**src/rtl/mac_tx_gate_sched_pkg.sv**
```systemverilog
// Shared types and constants for the time-aware MAC TX gate scheduler.
// Speed codes, wire overhead, ptr-word layout and FSM states.
package mac_tx_gate_sched_pkg;

    localparam logic [1:0] SPD_10M   = 2'b00;
    localparam logic [1:0] SPD_100M  = 2'b01;
    localparam logic [1:0] SPD_1000M = 2'b10;

    localparam int OVHD_BYTES = 24;
    localparam int PTR_W      = 16;
    localparam int LEN_LSB    = 0;
    localparam int LEN_MAX    = 1518;
    localparam int TX_W       = 21;

    typedef enum logic [1:0] {
        ST_IDLE,
        ST_EVAL,
        ST_GRANT,
        ST_BUSY
    } state_t;

endpackage

```
**src/rtl/mac_tx_gate_sched_phase_cnt.sv**
```systemverilog
// Schedule phase tracker: follows the ns timebase and wraps each cycle.
// Holds a shadow copy of the window config, refreshed at every wrap.
module mac_tx_phase_cnt
    import mac_tx_gate_sched_pkg::*;
#(
    parameter int CYC_W = 32
) (
    input  logic             clk,
    input  logic             rst,
    input  logic [31:0]      counter_ns,
    input  logic [CYC_W-1:0] cfg_cycle_ns,
    input  logic [CYC_W-1:0] cfg_open_ns,
    input  logic [CYC_W-1:0] cfg_close_ns,
    output logic             in_win,
    output logic [CYC_W-1:0] t_open
);

    logic [31:0]      prev_ns;
    logic [CYC_W-1:0] phase;
    logic [CYC_W-1:0] cyc_s;
    logic [CYC_W-1:0] open_s;
    logic [CYC_W-1:0] close_s;
    logic [31:0]      delta;
    logic [CYC_W:0]   sum;
    logic             wrap;

    assign delta = counter_ns - prev_ns;
    assign sum   = {1'b0, phase} + (CYC_W+1)'(delta);
    assign wrap  = sum >= {1'b0, cyc_s};

    always_ff @(posedge clk) begin
        prev_ns <= counter_ns;
        if (rst) begin
            phase   <= '0;
            cyc_s   <= cfg_cycle_ns;
            open_s  <= cfg_open_ns;
            close_s <= cfg_close_ns;
        end else if (wrap) begin
            phase   <= CYC_W'(sum - {1'b0, cyc_s});
            cyc_s   <= cfg_cycle_ns;
            open_s  <= cfg_open_ns;
            close_s <= cfg_close_ns;
        end else begin
            phase <= sum[CYC_W-1:0];
        end
    end

    assign in_win = (phase >= open_s) && (phase < close_s);
    // Time left until the next window opens, possibly in the next cycle.
    assign t_open = (phase < open_s) ? (open_s - phase)
                                     : (cyc_s - phase + open_s);

endmodule

```
**src/rtl/mac_tx_gate_sched.sv**
```systemverilog
// Time-aware TX scheduler: grants one BE or TT frame at a time to the MAC.
// TT only inside its window; BE only if it finishes before the window opens.
module mac_tx_gate_sched
    import mac_tx_gate_sched_pkg::*;
#(
    parameter int CYC_W  = 32,
    parameter int LEN_W  = 11,
    parameter int OVHD_B = OVHD_BYTES,
    parameter int STAT_W = 16
) (
    input  logic              sys_clk,
    input  logic              rst_sys,
    input  logic [1:0]        speed,
    input  logic [31:0]       counter_ns,
    input  logic              cfg_en,
    input  logic [CYC_W-1:0]  cfg_cycle_ns,
    input  logic [CYC_W-1:0]  cfg_open_ns,
    input  logic [CYC_W-1:0]  cfg_close_ns,
    input  logic              be_ptr_empty,
    input  logic [PTR_W-1:0]  be_ptr_din,
    output logic              be_ptr_rd,
    input  logic              tt_ptr_empty,
    input  logic [PTR_W-1:0]  tt_ptr_din,
    output logic              tt_ptr_rd,
    output logic              grant_valid,
    output logic              grant_sel,
    output logic [PTR_W-1:0]  grant_ptr,
    input  logic              grant_ready,
    input  logic              frame_done,
    output logic [STAT_W-1:0] guard_hold_cnt
);

    localparam logic [LEN_W-1:0] LEN_CAP = LEN_W'(LEN_MAX);

    state_t           state;
    logic [PTR_W-1:0] be_head;
    logic [PTR_W-1:0] tt_head;
    logic             be_vld;
    logic             tt_vld;
    logic [TX_W-1:0]  tx_ns;

    logic             in_win;
    logic [CYC_W-1:0] t_open;

    logic [LEN_W-1:0] len_raw;
    logic [LEN_W-1:0] len_g;
    logic [TX_W-1:0]  wire_b;
    logic [TX_W-1:0]  tx_calc;
    logic             guard_ok;
    logic             tt_elig;
    logic             be_elig;
    logic             guard_blk;
    logic             accept;

    mac_tx_phase_cnt #(
        .CYC_W(CYC_W)
    ) u_phase (
        .clk         (sys_clk),
        .rst         (rst_sys),
        .counter_ns  (counter_ns),
        .cfg_cycle_ns(cfg_cycle_ns),
        .cfg_open_ns (cfg_open_ns),
        .cfg_close_ns(cfg_close_ns),
        .in_win      (in_win),
        .t_open      (t_open)
    );

    // Malformed lengths are costed as a full-size frame.
    assign len_raw = be_ptr_din[LEN_LSB +: LEN_W];
    assign len_g   = (len_raw == '0 || len_raw > LEN_CAP) ? LEN_CAP : len_raw;
    assign wire_b  = TX_W'(len_g) + TX_W'(OVHD_B);

    always_comb begin
        case (speed)
            SPD_10M:   tx_calc = (wire_b << 9) + (wire_b << 8) + (wire_b << 5);
            SPD_100M:  tx_calc = (wire_b << 6) + (wire_b << 4);
            SPD_1000M: tx_calc = wire_b << 3;
            default:   tx_calc = wire_b << 3;
        endcase
    end

    assign guard_ok  = CYC_W'(tx_ns) <= t_open;
    assign tt_elig   = tt_vld && (in_win || !cfg_en);
    assign be_elig   = be_vld && (!cfg_en || (!in_win && guard_ok));
    assign guard_blk = be_vld && cfg_en && !in_win && !guard_ok;

    assign accept    = grant_valid && grant_ready && !rst_sys;
    assign be_ptr_rd = accept && !grant_sel;
    assign tt_ptr_rd = accept && grant_sel;

    always_ff @(posedge sys_clk) begin
        if (rst_sys) begin
            state          <= ST_IDLE;
            be_head        <= '0;
            tt_head        <= '0;
            be_vld         <= 1'b0;
            tt_vld         <= 1'b0;
            tx_ns          <= '0;
            grant_valid    <= 1'b0;
            grant_sel      <= 1'b0;
            grant_ptr      <= '0;
            guard_hold_cnt <= '0;
        end else begin
            unique case (state)
                ST_IDLE: begin
                    if (!be_ptr_empty || !tt_ptr_empty) begin
                        be_head <= be_ptr_din;
                        tt_head <= tt_ptr_din;
                        be_vld  <= !be_ptr_empty;
                        tt_vld  <= !tt_ptr_empty;
                        tx_ns   <= tx_calc;
                        state   <= ST_EVAL;
                    end
                end
                ST_EVAL: begin
                    if (tt_elig) begin
                        grant_valid <= 1'b1;
                        grant_sel   <= 1'b1;
                        grant_ptr   <= tt_head;
                        state       <= ST_GRANT;
                    end else if (be_elig) begin
                        grant_valid <= 1'b1;
                        grant_sel   <= 1'b0;
                        grant_ptr   <= be_head;
                        state       <= ST_GRANT;
                    end else begin
                        state <= ST_IDLE;
                        if (guard_blk && guard_hold_cnt != '1) begin
                            guard_hold_cnt <= guard_hold_cnt + 1'b1;
                        end
                    end
                end
                ST_GRANT: begin
                    if (grant_ready) begin
                        grant_valid <= 1'b0;
                        state       <= ST_BUSY;
                    end
                end
                ST_BUSY: begin
                    if (frame_done) begin
                        state <= ST_IDLE;
                    end
                end
            endcase
        end
    end

endmodule

```
**config.mk**
```make
export PLATFORM = sky130hd
export DESIGN_NAME = mac_tx_gate_sched
export DESIGN_NICKNAME = d
export VERILOG_FILES = /design/src/rtl/mac_tx_gate_sched_pkg.sv /design/src/rtl/mac_tx_gate_sched_phase_cnt.sv /design/src/rtl/mac_tx_gate_sched.sv
export SDC_FILE = /design/constraint.sdc
export NUM_CORES = 1
export LEC_CHECK = 0
export ABC_CLOCK_PERIOD_IN_PS = 11200
export CORE_MARGIN = 2
export CORE_UTILIZATION = 59
export CTS_CLUSTER_DIAMETER = 80
export CTS_CLUSTER_SIZE = 30
export DETAILED_ROUTE_END_ITERATION = 12
export GPL_ROUTABILITY_DRIVEN = 0
export PLACE_DENSITY = 0.88
export SLEW_MARGIN = 20
export SYNTH_ARGS = -nofsm -noshare
export SYNTH_HDL_FRONTEND = slang
export SYNTH_SLANG_ARGS = --single-unit
```
**constraint.sdc**
```tcl
create_clock -name sys_clk -period 11.2 [get_ports sys_clk]
set_input_delay 2.24 -clock sys_clk [delete_from_list [all_inputs] [get_ports sys_clk]]
set_output_delay 2.24 -clock sys_clk [all_outputs]
set_load 0.02 [all_outputs]
```
Word-level counts from Yosys, hierarchy flattened. Index checks and enable logic that the tools add are counted. W data, S select, Z words.

Add/sub/neg operators: 11. Magnitude comparators: 6. Equality and inequality tests: 9. Multiplexer cells: 24. Bitwise logic cells: 2. Reduce and logical (&&, ||, !) cells: 34.

Operators by type and width (count): $mux W32 (8); $sub A32 B32 Y32 (4); $lt A32 B32 Y1 (2); $pmux W21 S2 (1); $add A32 B32 Y33 (1); $ge A33 B32 Y1 (1); $add A32 B32 Y32 (1); $ge A32 B32 Y1 (1); $le A21 B32 Y1 (1); $mux W16 (2); $add A21 B17 Y21 (1); $add A21 B20 Y21 (1); $add A18 B16 Y19 (1); $add A16 B1 Y16 const B (1); $ne A16 B16 Y1 const B (1); $add A11 B5 Y12 const B (1); $logic_and A1 B1 Y1 (12); $gt A11 B11 Y1 const B (1); $logic_not A11 Y1 (1); $mux W11 (1); $mux W2 (5); $pmux W2 S4 (1); $logic_not A1 Y1 (7); $ne A2 B2 Y1 const B (3); other kinds (12) (27).

Flip-flop bits (word level): 251. Input bits: 169. Output and inout port bits: 36. Word-level logic and storage cells: 101.

Depth between registers and ports, before layout.
Word-level depth: 10. Depth in mapped cells: 34. Depth with buffers taken out: 33.

Cells and area by module. A second synthesis with hierarchy kept.

Cells, all modules: 2471. Area, all modules: 20875.0 µm².

By module, submodules not included: mac_tx_phase_cnt (instances 1, cells an instance 1771, area each 15264.6 µm², seq. area each 4164.0 µm²); mac_tx_gate_sched (instances 1, cells an instance 700, area each 5610.4 µm², seq. area each 1761.7 µm²).

Worst setup path after synthesis. No wires, ideal clock.

Path type: input -> register. Start point: in counter_ns[0]. End point: reg u_phase.close_s[0] (enable). Setup time: 897 ps. Arrival time: 8975 ps. Data required time: 10303 ps. Path slack: 1328 ps. Stages: 28. Buffers on the path: 1. Cells stage by stage: inv_1 -> ha_1 -> fa_1 -> nor2b_1 -> o21ai_0 -> a21oi_1 -> o41ai_1 -> o21ba_2 -> xnor2_1 -> ha_1 -> and3_1 -> a211oi_1 -> nand2_1 -> a21boi_0 -> o21ai_0 -> xor2_1 -> ha_1 -> a21o_1 -> a21o_1 -> a21oi_1 -> o21ai_0 -> a31oi_1 -> nor2_1 -> nor2_1 -> a31oi_1 -> a211oi_1 -> clkbuf_1 -> nand2_1.

Word-level cells in the longest chain between the ends: 4.

Ends and longest elaborated chain: from (decl) (RTL line mac_tx_gate_sched.sv:14) `input logic [31:0] counter_ns,`; $sub A32 B32 Y32 (RTL line mac_tx_gate_sched_phase_cnt.sv:27) `assign delta = counter_ns - prev_ns;`; $add A32 B32 Y33 (RTL line mac_tx_gate_sched_phase_cnt.sv:28) `assign sum = {1'b0, phase} + (CYC_W+1)'(delta);`; $ge A33 B32 Y1 (RTL line mac_tx_gate_sched_phase_cnt.sv:29) `assign wrap = sum >= {1'b0, cyc_s};`; $reduce_bool A2 Y1 (no source line); to (signal assigned) (RTL line mac_tx_gate_sched_phase_cnt.sv:37) `close_s <= cfg_close_ns;`; to (signal assigned) (RTL line mac_tx_gate_sched_phase_cnt.sv:42) `close_s <= cfg_close_ns;`; to (decl) (RTL line mac_tx_gate_sched_phase_cnt.sv:22) `logic [CYC_W-1:0] close_s;`.

No other way between the ends. A chain may end at the register's enable or synchronous reset.

Worst setup path in the final report.
Start point: in counter_ns[0]. End point: reg u_phase.close_s[2] (enable).

Same word-level chain as after synthesis.

==> impl_metrics.yaml <==
clocking:
  cts_setup_buffers: 0
  clock_latency_ns: 0.54
  root_buffer: "clkbuf_16"
  cts.sinks: 248
  cts_tree: "yes"
  ctsHoldBuffers: 0
  post_cts_resized: 0
  cts_made_buffers: 16
  cts_buffer_depth: 3
  h-tree-depth: 1
  clk_pin_slew_ns: 0.10
timing:
  tightest_slew_ns: 1.08
  fin_crit_ns: 9.34
  final.setup.tns_ns: 0
  rsz0062_at_grt: "false"
  fin_ws_ns: 1.86
  setup_violations: 0
  clock.fmax_mhz: 107
  drv_slew: 0
  fin_skew_ns: 0.0436
  slew_headroom_pct: 27.7
  hold_viol_final: 0
  fin_crit_sh_pct: 83.4
place:
  dp_hpwl_mm: 44.9
  pre_cts_ws_ns: 1.39
  io_buffers: 204
  placed_cell_area_um2: 23600
finish:
  drive_gt1_share_pct: 3.42
  diodes: 0
  fillCellCount: 2771
  fin_area_um2: 24200
  utilization_pct: 68.3
  nNetsFinal: 3133
  final_common_cell: "inv_1"
  final_cell_mix: "inv_1, ha_1, a21oi_1, clkdlybuf4s50_1, nand2_1"
  syn2layout_area_growth_pct: 14.5
global_routing:
  grt_pass1_vias: 19000
  grt_start_max_net_pins: 59
  track_usage_pct: 30.2
  grt_pass1_wl_mm: 92.2
  antenna_found_initial: 1
  grt_overflow: 0
setup_path:
  path_max_fanout: 58
  end_kind: "register"
  reg2reg_depth: 27
  critPathLaunchType: "input port"
  critical_path_class: "in2reg"
  slowest_delay_ns: 0.72
  required_ns: 11.41
  critPathSlowestCell: "a2111oi_1"
  crit_arrival_ns: 9.55
synth:
  synthCells: 2527
  synthDominantCellAreaShare_pct: 14.4
  synth_seq_cells: 248
  synth_area_um2: 21100
  ys_seq_area_share_pct: 28.1
  synth_top_cell_by_area: "dfxtp_1"
  synth.avg_cell_area_um2: 8.35
  ys.warnings.count: 0
  synth.distinct_cells: 83
  async_flop_share_pct: 0
  yosys_most_used_dff: "dfxtp_1"
  synth_edf_count: 96
  synthTopCellsByArea: "dfxtp_1, ha_1, edfxtp_1, a21oi_1, inv_1"
detailed_routing:
  ant_nets: 0
  route.detailed.drc: 0
  vias_per_cell: 6.24
  dr.pass1.iters: 6
  drt-initial-drc-count: 1661
  wl_mm: 57.9
  vias: 19700
  routedWlPerCell_um: 18.4
hold_path:
  holdPathStages: 2
  min_path_type: "reg2reg"
floorplanning:
  io_pins: 205
  dieArea_um2: 37300
  initial_utilization_pct: 59.6
  coreArea_um2: 35400
  num_rows: 69
  die_h_um: 193
  die_w_um: 193
status:
  status: "complete, no violations"
job:
  cap_violations: 0
## synth_stat cells, types with 33 or more instances
| master | instances |
|---|---|
| a21o_1 | 88 |
| xnor2_1 | 101 |
| fa_1 | 44 |
| nand3_1 | 86 |
| nor3_1 | 45 |
| clkbuf_1 | 69 |
| a31oi_1 | 33 |
| edfxtp_1 | 96 |
| and3_1 | 40 |
| nand2_1 | 190 |
| nor2_1 | 185 |
| o21ai_0 | 102 |
| xor2_1 | 43 |
| ha_1 | 237 |
| mux2i_1 | 33 |
| a21oi_1 | 225 |
| dfxtp_1 | 152 |
| inv_1 | 299 |
| o211ai_1 | 37 |
## metrics by stage
step | hold slack [ns] | std cells
floorplan | 0.427 | 2530
global placement | 0.448 | 3126
detailed placement | 0.454 | 3126
CTS | 0.471 | 3154
global route | 0.495 | 3154
finish | 0.470 | 3154
## critical path: cells and delay by family
kind | cells | cell delay [ns]
compound gates | 12 | 3.67
fa+ha+maj | 4 | 1.36
simple gates | 5 | 1.03
buf+inv | 3 | 0.86
xor+xnor | 2 | 0.31
## per-layer routing
metal	track usage, %	up-vias	part of all wire, %
met5	0	-	0
li1	-	9293	-
met3	4.69	237	7.9
met4	16.1	0	5.6
met2	49.6	968	46
met1	38.5	9179	40
## registers in the layout, summed over array words and instances, names as in the netlist, named ones only
| name | count |
|---|---|
| be_head | 16 |
| be_vld | 1 |
| grant_ptr | 16 |
| grant_sel | 1 |
| grant_valid | 1 |
| guard_hold_cnt | 16 |
| state | 1 |
| tt_head | 16 |
| tt_vld | 1 |
| tx_ns | 18 |
| u_phase.close_s | 32 |
| u_phase.cyc_s | 32 |
| u_phase.open_s | 32 |
| u_phase.phase | 32 |
| u_phase.prev_ns | 32 |
## final timing paths
path	startpoint	end	slack [ns]
max	counter_ns[0]	u_phase.close_s[2]	1.86
min	tx_ns[16]	tx_ns[16]	0.47
max reg2reg	u_phase.prev_ns[1]	u_phase.close_s[2]	3.66
min reg2reg	tx_ns[16]	tx_ns[16]	0.47
## kinds of logic after synthesis
group           synth area share [%]
compound gates                  21.0
mux                             3.11
flops                           28.1
other cells                   0.0178
xor+xnor                        5.98
fa+ha+maj                       18.2
simple gates                    16.7
buf+inv                         6.85
## layout make-up
type                    count  area [um^2]  area share [%]
clock buffers              18          429            1.78
multi-input cells        1902        13800            57.1
inverters                 299         1120            4.64
flip-flops and latches    248         5930            24.5
repair buffers            216         2140            8.86
clock inverters            10          173           0.714
well taps                 461          577            2.39
Power is left out: the tool's default activity adds up to more than one toggle a clock period on the data nets, which glitch-free logic cannot reach.
